### config.mk
export PLATFORM = sky130hd
export DESIGN_NAME = load_store_unit
export DESIGN_NICKNAME = d
export VERILOG_FILES = /design/src/rtl/load_store_unit.sv
export SDC_FILE = /design/constraint.sdc
export NUM_CORES = 1
export LEC_CHECK = 0
export CAP_MARGIN = 15
export CORE_MARGIN = 2
export CORE_UTILIZATION = 43
export CTS_BUF_LIST = sky130_fd_sc_hd__clkbuf_4 sky130_fd_sc_hd__clkbuf_8
export CTS_CLUSTER_SIZE = 24
export DETAILED_ROUTE_END_ITERATION = 8
export HOLD_SLACK_MARGIN = 0.1
export PLACE_DENSITY = 0.76
export SYNTH_ARGS = -nofsm -noshare
export SYNTH_HDL_FRONTEND = slang
export SYNTH_SLANG_ARGS = --single-unit
### constraint.sdc
create_clock -name clk -period 3.39 [get_ports clk]
set_clock_uncertainty 0.2 [all_clocks]
set_input_delay 0.5085 -clock clk [delete_from_list [all_inputs] [get_ports clk]]
set_output_delay 0.5085 -clock clk [all_outputs]
set_load 0.01 [all_outputs]
### src/rtl/load_store_unit.sv
// Load/store unit between the CPU and a word-addressed data memory: turns byte-addressed
// byte/half/word requests into word accesses, with read-modify-write for sub-word stores.
module load_store_unit #(
    parameter int MEM_BIT_WIDTH = 10
) (
    input  logic        clk,
    input  logic        reset,
    input  logic        req_valid,
    output logic        req_ready,
    input  logic        req_write,
    input  logic [1:0]  req_size,
    input  logic        req_signed,
    input  logic [31:0] req_addr,
    input  logic [31:0] req_wdata,
    output logic        resp_valid,
    output logic [31:0] resp_data,
    output logic        resp_error,
    output logic [31:0] mem_in_addr,
    output logic [31:0] mem_in_data,
    output logic        mem_in_valid,
    input  logic        mem_in_ready,
    output logic [31:0] mem_out_addr,
    output logic        mem_out_valid,
    input  logic [31:0] mem_out_data,
    input  logic        mem_out_ready
);

    typedef enum logic [2:0] {
        IDLE,
        RD_WAIT,
        RMW_RD_WAIT,
        WR_WAIT,
        RESP
    } state_t;

    state_t      state;
    logic [1:0]  size_q;
    logic        signed_q;
    logic [1:0]  lane_q;
    logic [15:0] wdata_q;

    logic [29:0] word_idx;
    logic        size_illegal;
    logic        misaligned;
    logic        out_of_range;
    logic        req_error;

    assign req_ready    = (state == IDLE);
    assign word_idx     = req_addr[31:2];
    assign size_illegal = (req_size == 2'd3);
    assign misaligned   = ((req_size == 2'd1) && req_addr[0]) ||
                          ((req_size == 2'd2) && (req_addr[1:0] != 2'b00));
    assign out_of_range = ((word_idx >> MEM_BIT_WIDTH) != 30'd0);
    assign req_error    = size_illegal || misaligned || out_of_range;

    function automatic logic [31:0] extract_lane(input logic [31:0] word, input logic [1:0] size,
                                                 input logic sgn, input logic [1:0] lane);
        logic [7:0]  b;
        logic [15:0] h;
        b = word[{lane, 3'b000} +: 8];
        h = lane[1] ? word[31:16] : word[15:0];
        case (size)
            2'd0:    extract_lane = {{24{sgn & b[7]}}, b};
            2'd1:    extract_lane = {{16{sgn & h[15]}}, h};
            default: extract_lane = word;
        endcase
    endfunction

    function automatic logic [31:0] merge_lane(input logic [31:0] word, input logic [1:0] size,
                                               input logic [1:0] lane, input logic [15:0] wdata);
        logic [31:0] merged;
        merged = word;
        if (size == 2'd0) begin
            merged[{lane, 3'b000} +: 8] = wdata[7:0];
        end else begin
            merged[{lane[1], 4'b0000} +: 16] = wdata;
        end
        merge_lane = merged;
    endfunction

    // Each memory valid is only cleared by the state that raised it, so exactly one
    // access is made per request and the read and write channels never overlap.
    always_ff @(posedge clk) begin
        if (reset) begin
            state         <= IDLE;
            size_q        <= 2'd0;
            signed_q      <= 1'b0;
            lane_q        <= 2'd0;
            wdata_q       <= 16'd0;
            resp_valid    <= 1'b0;
            resp_data     <= 32'd0;
            resp_error    <= 1'b0;
            mem_in_addr   <= 32'd0;
            mem_in_data   <= 32'd0;
            mem_in_valid  <= 1'b0;
            mem_out_addr  <= 32'd0;
            mem_out_valid <= 1'b0;
        end else begin
            resp_valid <= 1'b0;
            case (state)
                IDLE: begin
                    if (req_valid) begin
                        size_q   <= req_size;
                        signed_q <= req_signed;
                        lane_q   <= req_addr[1:0];
                        wdata_q  <= req_wdata[15:0];
                        if (req_error) begin
                            state      <= RESP;
                            resp_valid <= 1'b1;
                            resp_error <= 1'b1;
                            resp_data  <= 32'd0;
                        end else begin
                            mem_in_addr  <= {2'b00, word_idx};
                            mem_out_addr <= {2'b00, word_idx};
                            if (!req_write) begin
                                state         <= RD_WAIT;
                                mem_out_valid <= 1'b1;
                            end else if (req_size == 2'd2) begin
                                state        <= WR_WAIT;
                                mem_in_valid <= 1'b1;
                                mem_in_data  <= req_wdata;
                            end else begin
                                state         <= RMW_RD_WAIT;
                                mem_out_valid <= 1'b1;
                            end
                        end
                    end
                end
                RD_WAIT: begin
                    if (mem_out_ready) begin
                        mem_out_valid <= 1'b0;
                        resp_data     <= extract_lane(mem_out_data, size_q, signed_q, lane_q);
                        resp_error    <= 1'b0;
                        resp_valid    <= 1'b1;
                        state         <= RESP;
                    end
                end
                RMW_RD_WAIT: begin
                    if (mem_out_ready) begin
                        mem_out_valid <= 1'b0;
                        mem_in_data   <= merge_lane(mem_out_data, size_q, lane_q, wdata_q);
                        mem_in_valid  <= 1'b1;
                        state         <= WR_WAIT;
                    end
                end
                WR_WAIT: begin
                    if (mem_in_ready) begin
                        mem_in_valid <= 1'b0;
                        resp_data    <= 32'd0;
                        resp_error   <= 1'b0;
                        resp_valid   <= 1'b1;
                        state        <= RESP;
                    end
                end
                RESP: begin
                    state <= IDLE;
                end
                default: begin
                    state <= IDLE;
                end
            endcase
        end
    end

endmodule

Word-level counts from Yosys, hierarchy flattened
Index checks and enable logic that the tools add are counted.
W data, S select, Z words.
- register bits after elaboration: 122
- bits of input ports: 105
- output and inout bits: 133
- word-level logic and storage cells: 105
- $add $sub $neg: 2
- equal/unequal tests: 17
- shifts and indexed selects: 5
- multiplexer cells: 45
- bitwise logic cells: 3
- reductions and logical operators: 21
- operator list (operator ; count):
    $mux W32 ; 10
    $pmux W32 S2 ; 2
    $pmux W32 S3 ; 1
    $bwmux W32 ; 2
    $shift A16 B7 Y32 const A ; 1
    $shift A8 B7 Y32 const A ; 1
    $shiftx A16 B7 Y32 ; 1
    $shiftx A32 B6 Y8 ; 1
    $shiftx A8 B7 Y32 ; 1
    $reduce_bool A30 Y1 ; 1
    $mux W1 ; 18
    $mux W16 ; 1
    $mux W3 ; 5
    $neg A5 Y7 ; 2
    $pmux W3 S4 ; 1
    $ne A2 B2 Y1 const B ; 5
    $reduce_and A5 Y1 ; 2
    $pmux W1 S3 ; 3
    $ne A2 B1 Y1 const B ; 4
    $reduce_and A7 Y1 ; 1
    $eq A3 B2 Y1 const B ; 2
    $reduce_and A6 Y1 ; 1
    $reduce_bool A2 Y1 ; 3
    $reduce_bool A3 Y1 ; 2
    16 further kinds ; 22

Logic depth before layout (Yosys ltp)
- word-level depth: 8
- mapped depth: 10
- gate-level depth less buffers: 7

Least setup slack after synthesis
Ideal clock, no wire load.
- kind: reg-to-reg
- start: register lane_q[1]
- end: register mem_in_data[16]
- library setup time: 0.091 ns
- data arrival time: 2.430 ns
- data required time: 3.099 ns
- setup slack: 0.669 ns
- stages on the path, launching flop included: 11
- buffers on the path: 3
- period minus slack after synthesis: 2.721 ns
- path through: dfxtp_1 clkbuf_1 buf_2 inv_1 ha_1 nor4bb_1 buf_1 a221oi_1 a211oi_1 a21oi_1 a311oi_1
- word-level cells in the longest chain between the ends: 6
- elaborated cells on any way between the ends: 11
- those cells by class: add/sub (2); shift (4); mux (5)
- RTL lines (item ; line ; text):
    start: declaration ; 39 ; logic [1:0] lane_q;
    start signal: assignment ; 105 ; lane_q <= req_addr[1:0];
    $neg A5 Y7 (on tied branches) ; 76, 74 ;
    $shiftx A16 B7 Y32 (tied with other cells) ; 76 ; merged[{lane[1], 4'b0000} +: 16] = wdata;
    $bwmux W32 (on tied branches) ; 76, 74 ;
    $mux W32 * ; 73 ; if (size == 2'd0) begin
    $mux W32 * ; 139 ; if (mem_out_ready) begin
    $pmux W32 S2 * ; 100 ; case (state)
    end signal: assignment ; 121 ; mem_in_data <= req_wdata;
    end signal: assignment ; 141 ; mem_in_data <= merge_lane(mem_out_data, size_q, lane_q, wdata_q);
    end: declaration ; 19 ; output logic [31:0] mem_in_data,
Mark *: on every way between the ends. The rest lies on a longest branch, timed or not. The select of a mux whose other input is x is not followed.
A chain may end at the register's enable or synchronous reset.

Final worst setup path
- start: register lane_q[0]
- end: register mem_in_data[25]
- word-level cells in the longest chain between the ends: 6
- elaborated cells on any way between the ends: 7
- those cells by class: add/sub (1); shift (2); mux (4)
- RTL lines (item ; line ; text):
    $neg A5 Y7 * ; 74 ; merged[{lane, 3'b000} +: 8] = wdata[7:0];
    $shiftx A8 B7 Y32 or $shift A8 B7 Y32 (tied branches) ; 74 ;
    $bwmux W32 * ; 74 ;
    $mux W32 * ; 73 ;
    $mux W32 * ; 139 ;
    $pmux W32 S2 * ; 100 ;
Marks and branches as above.

==> summary.md <==
| Metric | Value |
|---|---|
| Fin cells | `between 1k and 1.5k` |
| DP HPWL | `15.5 mm` |
| Post CTS Setup Buffer Count | `0` |
| Clock power frac | `39.4%` |
| CP top delay family | `compound AO/OA/AOI/OAI gates` |
| CP max-delay cell | `dfxtp_1` |
| Status | `complete, no violations` |
| Synthesized area | `6370 sq um` |
| Psw | `about 1000 uW` |
| Number of global-route vias before repair | `5,900` |
| Via count | `between 6k and 7k` |
| Clock root buffer | `clkbuf_8` |
| DR DRC count | `0` |
| Clk sinks | `122` |
| CP max FO | `13` |
| Arrival time worst endpoint | `3.01 ns` |
| Commonest cells after routing, fill and taps aside | `232 x clkdlybuf4s50_1, 121 x dfxtp_1, 119 x a21oi_1, 57 x nand2_1, 48 x mux2i_1` |
| Initial antenna violation count | `0` |
| Worst path cell trace | `inv_1 -> ha_1 -> nor4bb_1 -> buf_4 -> a221oi_1 -> a211oi_1 -> a21oi_1 -> a311oi_1` |
| Final Cycle Share | `84.2%` |
| Setup violators final | `0` |
| Post-CTS sizing | `0` |
| GRT Total Usage | `between 20% and 30%` |
| Pwr Density | `360 nW/um^2` |
| Final core area utilization | `61.8%` |
| Crit path buf inv count | `2` |
| Later-pin clock latency in the skew report | `~0.47 ns` |
| Fraction of layout cells with a size suffix above 1 | `8.13%` |
| Ports | `238` |
| Most common cell after layout, fill and taps aside | `clkdlybuf4s50_1` |
| Final WL | `21.2 mm` |
| Peak supply drop | `~200 uV` |
| Pleak | `0.00306 uW` |
| Critical path capture point type | `flop` |
| Synth cell types | `50` |
| Hold Vio Cnt, Final | `0` |
| Max Cap Viol | `0` |
| CP Data Required Time | `roughly 3.6 ns` |
| Post-synth EDFFs | `0` |
| Antenna-violating nets left | `0` |
| Detailed-router iteration count before antenna repair | `6` |
| Yosys warnings | `0` |
| Clock Tree Buf Depth | `2` |
| R2R Setup Slk | `0.54 ns` |
| Initial Utilization | `44.0%` |
| FMAX | `about 350 MHz` |
| Period minus WS final | `2.85 ns` |
| Core Region | `14,500 sq um` |
| Worst-Margin Slew | `between 1 and 1.5 ns` |
| Largest net degree at the start of global routing | `74` |
| Async SR Flop Fraction | `0%` |
| Port-buffer cells | `around 230` |
| Ys flop type | `dfxtp_1` |
| Sequential power share | `around 46%` |
| Crit Path Category | `reg -> reg` |
| Placed cell count | `approximately 1.1k` |
| Switch share | `31.0%` |
| Die area | `around 16,000 sq um` |
| Clock transition at path regs | `around 0.080 ns` |
| Post-Syn Area per Cell | `a little under 9 sq um` |
| Unrepaired setup endpoints after global routing | `no` |
| Hold Buf Count CTS | `0` |
| CTS tree | `built` |
| Cts bufs inserted | `17` |
| Die X | `126 um` |
| Routability cong. | `approximately 0.95` |
| Gate count of the mapped netlist | `725` |
| Int Power | `2220 uW` |
| Grt ovf | `0` |
| First-pass GRT wire length | `between 30 and 40 mm` |
| Hold Crit Class | `reg -> reg` |
| #FFs+latches synth | `122` |
| Max Slew Vio Count | `0` |
| Setup TNS | `0 ns` |
| Fill count | `1,245` |
| Wire per inst | `19.4 um` |
| Die height | `between 100 and 150 um` |
| Max transition margin | `26.7%` |
| Nets@finish | `slightly above 1k` |
| Antenna diodes | `0` |
| FP Rows | `44` |
| H-tree depth | `4` |
| DR vias/cell | `5.84` |
| Final hold slack | `0.276 ns` |
| P&R area growth vs syn | `40.4%` |
| Crit-path max cell delay | `between 0.6 and 0.7 ns` |
| DR iter-0 viols | `553` |
| Comb pwr share | `14.7%` |
| Sequential fraction of the synthesis area | `38.3%` |
| Type of origin of the critical path | `flop` |
[state kept, by name (all words and copies together) (netlist names), 2 cells and up]
register and flops:
state 3, lane_q 2, wdata_q 16, resp_data 32, mem_out_addr 30, size_q 2, mem_in_data 32
[through the flow]
stage,power [uW],instance area (sq um),worst slack [ns]
global placement,1970,8570,0.314
floorplan,1750,6380,0.669
detailed placement,1970,8570,0.302
global route,3340,8950,0.356
finish,3220,8950,0.537
CTS,3230,8950,0.571
[cell families (layout without fill, tap and decap cells)]
group | after synthesis | after routing | synth area share [%]
AO/OA/AOI/OAI | 277 | 277 | 30.7
other | 1 | 4 | 0.0588
AND/OR/NAND/NOR | 151 | 151 | 11.9
flip-flops | 122 | 122 | 38.3
buffers and inverters | 119 | 301 | 9.95
adder cells (fa/ha/maj) | 5 | 5 | 0.982
multiplexers | 50 | 50 | 8.07
[layer usage]
metal,global-route usage (%),vias to the layer above,share of wire [%]
li1,-,3022,-
met1,35.1,2991,43
met2,39.9,332,45
met3,7.26,48,9.3
met4,9.95,0,2.6
met5,0,-,0
[synthesized netlist by cell type, drive strengths merged, types with 2 or more instances]
library cell	n	share of area, %
nor4	6	0.69
a311oi	32	4.4
nand2	57	3.4
a211oi	33	3.9
o21ai	9	0.71
or4	2	0.35
nor4bb	3	0.47
a221oi	32	4.4
and2	24	2.4
or3	5	0.49
o31a	2	0.27
o2bb2ai	20	3.7
inv	17	1.0
a31oi	6	0.59
a21oi	121	9.7
nor2b	8	0.79
nand2b	6	0.59
nor3	6	0.47
dfxtp	122	38
clkbuf	46	2.7
ha	5	0.98
o211ai	3	0.35
a22o	11	1.5
buf	56	6.2
nor2	28	1.6
mux2i	48	7.5
[power by group through the flow]
stage | Sequential, uW | Clock [uW] | Combinational, uW
after global placement | 1510 | 0 | 459
after CTS | 1480 | 1290 | 467
final | 1480 | 1270 | 473
after global routing | 1480 | 1350 | 510
after floorplan | 1500 | 0 | 254
after detailed placement | 1510 | 0 | 465
[worst register-to-register path, cell delays in order (launching register included)]
cell,delay [ns]
dfxtp_1,0.62
inv_1,0.17
ha_1,0.37
nor4bb_1,0.27
buf_4,0.20
a221oi_1,0.08
a211oi_1,0.44
a21oi_1,0.09
a311oi_1,0.30
[final timing paths]
path         cells past startpoint          start         endpoint
min                              1  resp_data[23]    resp_data[23]
min reg2reg                      1  resp_data[23]    resp_data[23]
max                              8      lane_q[0]  mem_in_data[25]
max reg2reg                      8      lane_q[0]  mem_in_data[25]
[cell type report]
| cell class | count | area [sq um] | area share, % |
|---|---|---|---|
| Clock buffer | 17 | 234 | 2.61 |
| Clock inverter | 15 | 149 | 1.66 |
| Inverter | 17 | 63.8 | 0.713 |
| Multi-Input combinational cell | 487 | 3330 | 37.2 |
| Sequential cell | 122 | 2440 | 27.3 |
| Tap cell | 184 | 230 | 2.57 |
| Timing Repair Buffer | 252 | 2490 | 27.9 |
No activity file was read; power rests on OpenSTA's default activity.
==> RTL change (config.mk and constraints unchanged) <==
Put one more register stage on the output `resp_error`. The value now appears one clock later. The other outputs are not delayed to match.
--- a/src/rtl/load_store_unit.sv
+++ b/src/rtl/load_store_unit.sv
@@ -34,2 +34,4 @@
     } state_t;
+
+    logic resp_error_s0;
 
@@ -91,3 +93,3 @@
             resp_data     <= 32'd0;
-            resp_error    <= 1'b0;
+            resp_error_s0 <= 1'b0;
             mem_in_addr   <= 32'd0;
@@ -109,3 +111,3 @@
                             resp_valid <= 1'b1;
-                            resp_error <= 1'b1;
+                            resp_error_s0 <= 1'b1;
                             resp_data  <= 32'd0;
@@ -132,3 +134,3 @@
                         resp_data     <= extract_lane(mem_out_data, size_q, signed_q, lane_q);
-                        resp_error    <= 1'b0;
+                        resp_error_s0 <= 1'b0;
                         resp_valid    <= 1'b1;
@@ -149,3 +151,3 @@
                         resp_data    <= 32'd0;
-                        resp_error   <= 1'b0;
+                        resp_error_s0 <= 1'b0;
                         resp_valid   <= 1'b1;
@@ -164,2 +166,6 @@
 
+    always_ff @(posedge clk) begin
+        resp_error <= resp_error_s0;
+    end
+
 endmodule
Check against the original RTL: not equivalent (Yosys sat finds a counterexample within 4 cycles, from zero or initial values and one cycle with reset high).
==> RTL change against the original RTL <==
Largest power group unchanged; wire length is 3.9% lower; worst hold slack worse by 0.12 ns; area after synthesis is 0.31% higher; power is 1.9% higher; setup slack better by 0.13 ns; largest cell class unchanged; via count is 2.8% lower; highest routed layer unchanged; final area is 0.53% higher; sequential cell count is 1 higher.
==> RTL change: results (changes against the original RTL) <==
numCtsBuffers: 17  # unchanged
outcome: "finished clean"  # unchanged
synth.area.top_cells: "dfxtp_1 (39%), a21oi_1 (9.3%), mux2i_1 (7.5%)"  # was dfxtp_1 (38%), a21oi_1 (9.3%), mux2i_1 (7.5%)
layout-drive-gt1-share_pct: 8.02  # was 8.13%
dp.final_hpwl_microns: 14700  # was 15500 microns
postPlaceCellArea_sq_mm: 0.00859  # was 0.00857 sq mm
critical_path.reg2reg.startpoint: "lane_q[0]"  # unchanged
worst_slew_pin_slew_ns: 1.03  # was 1.10 ns
yosys-top-cells-count: "dfxtp_1 (123), a21oi_1 (119), nand2_1 (57)"  # was dfxtp_1 (122), a21oi_1 (119), nand2_1 (57)
timing.critical_path.arrival_ns: 2.89  # was 3.01 ns
regToRegSetupSlack_ns: 0.66  # was 0.54 ns
grt_pass1_wl_microns: 31500  # was 32700 microns
timing.critical_path.slowest_cell_delay_ns: 0.56  # was 0.62 ns
synth-async-reset-ratio_pct: 0  # unchanged
final.fill_count: 1267  # was 1245
first_global_vias: 5699  # was 5900
largest_net_degree_at_the_start_of_global_routing: 73  # was 74
number_of_post_cts_setup_repair_buffers: 0  # unchanged
avgViaCountPerCell: 5.68  # was 5.84
drt_iter0_markers: 591  # was 553
sequential_cell_area_fraction_in_the_yosys_report_pct: 38.5  # was 38.3%
setup_crit_start: "lane_q[0]"  # unchanged
wl_per_cell_microns: 18.6  # was 19.4 microns
power.ir.vdd_worst_mv: 0.211  # was 0.206 mV
postSynthCellCount: 726  # was 725
synthDistinctLibCells: 50  # unchanged
dr.pass1.iters: 5  # was 6
worstReg2RegEnd: "mem_in_data[31]"  # was mem_in_data[25]
gr-usage-all-layers_pct: 24.9  # was 26.1%
finalWeightedCongestion: 0.870  # was 0.954
cellLeakagePower_nw: 3.06  # about the same
clkLatencyLatePin_ns: 0.45  # was 0.47 ns
fin_util_pct: 61.9  # was 61.8%
[RTL change: layer usage]
layer,global-route usage [%],share of wire (%),up-vias,wire length (microns)
met3,4.42,6.9,27,1410
met4,9.44,2.1,0,418
met5,0,0,-,0
li1,-,-,3028,-
met2,35.4,44,265,8950
met1,37.4,47,2896,9590
[RTL change: cell families after synthesis]
family                     Yosys count  share of synthesized area [%]
muxes                               50                           8.04
and+or+nand+nor                    151                           11.8
AOI/OAI and AO/OA                  277                           30.6
adders and majority gates            5                          0.979
other                                1                         0.0587
DFF                                123                           38.5
buffers and inverters              119                           9.92
[RTL change: through the flow]
step                total power [mW]  setup WS (ns)
global route                    3.40          0.480
detailed placement              1.99          0.371
finish                          3.28          0.662
global placement                1.98          0.383
floorplan                       1.77          0.669
CTS                             3.29          0.690
[RTL change: layout make-up]
type / count / share of cell area, %
Timing Repair Buffer: 251 / 27.9
Tap cell: 184 / 2.56
Inverter: 17 / 0.709
Clock inverter: 10 / 1.31
Multi-Input combinational cell: 487 / 37.0
Sequential cell: 123 / 27.4
Clock buffer: 22 / 3.16
[RTL change: how the worst min path moves through the flow]
| stage | startpoint | to | slack [ns] | cells after the start |
|---|---|---|---|---|
| 5_1_grt | resp_error_s0 | resp_error | 0.15 | 0 |
| 4_1_cts | resp_error_s0 | resp_error | 0.16 | 0 |
| 6_report | resp_error_s0 | resp_error | 0.16 | 0 |
| 3_5_place_dp | resp_error_s0 | resp_error | 0.14 | 0 |
| 2_1_floorplan | resp_error_s0 | resp_error | 0.13 | 0 |
| 3_3_place_gp | resp_error_s0 | resp_error | 0.14 | 0 |
[RTL change: power breakdown]
group | leakage (nW) | internal (mW) | switching (mW)
registers | 0.995 | 1.46 | 0.0255
logic | 1.87 | 0.224 | 0.252
clock network | 0.195 | 0.715 | 0.603
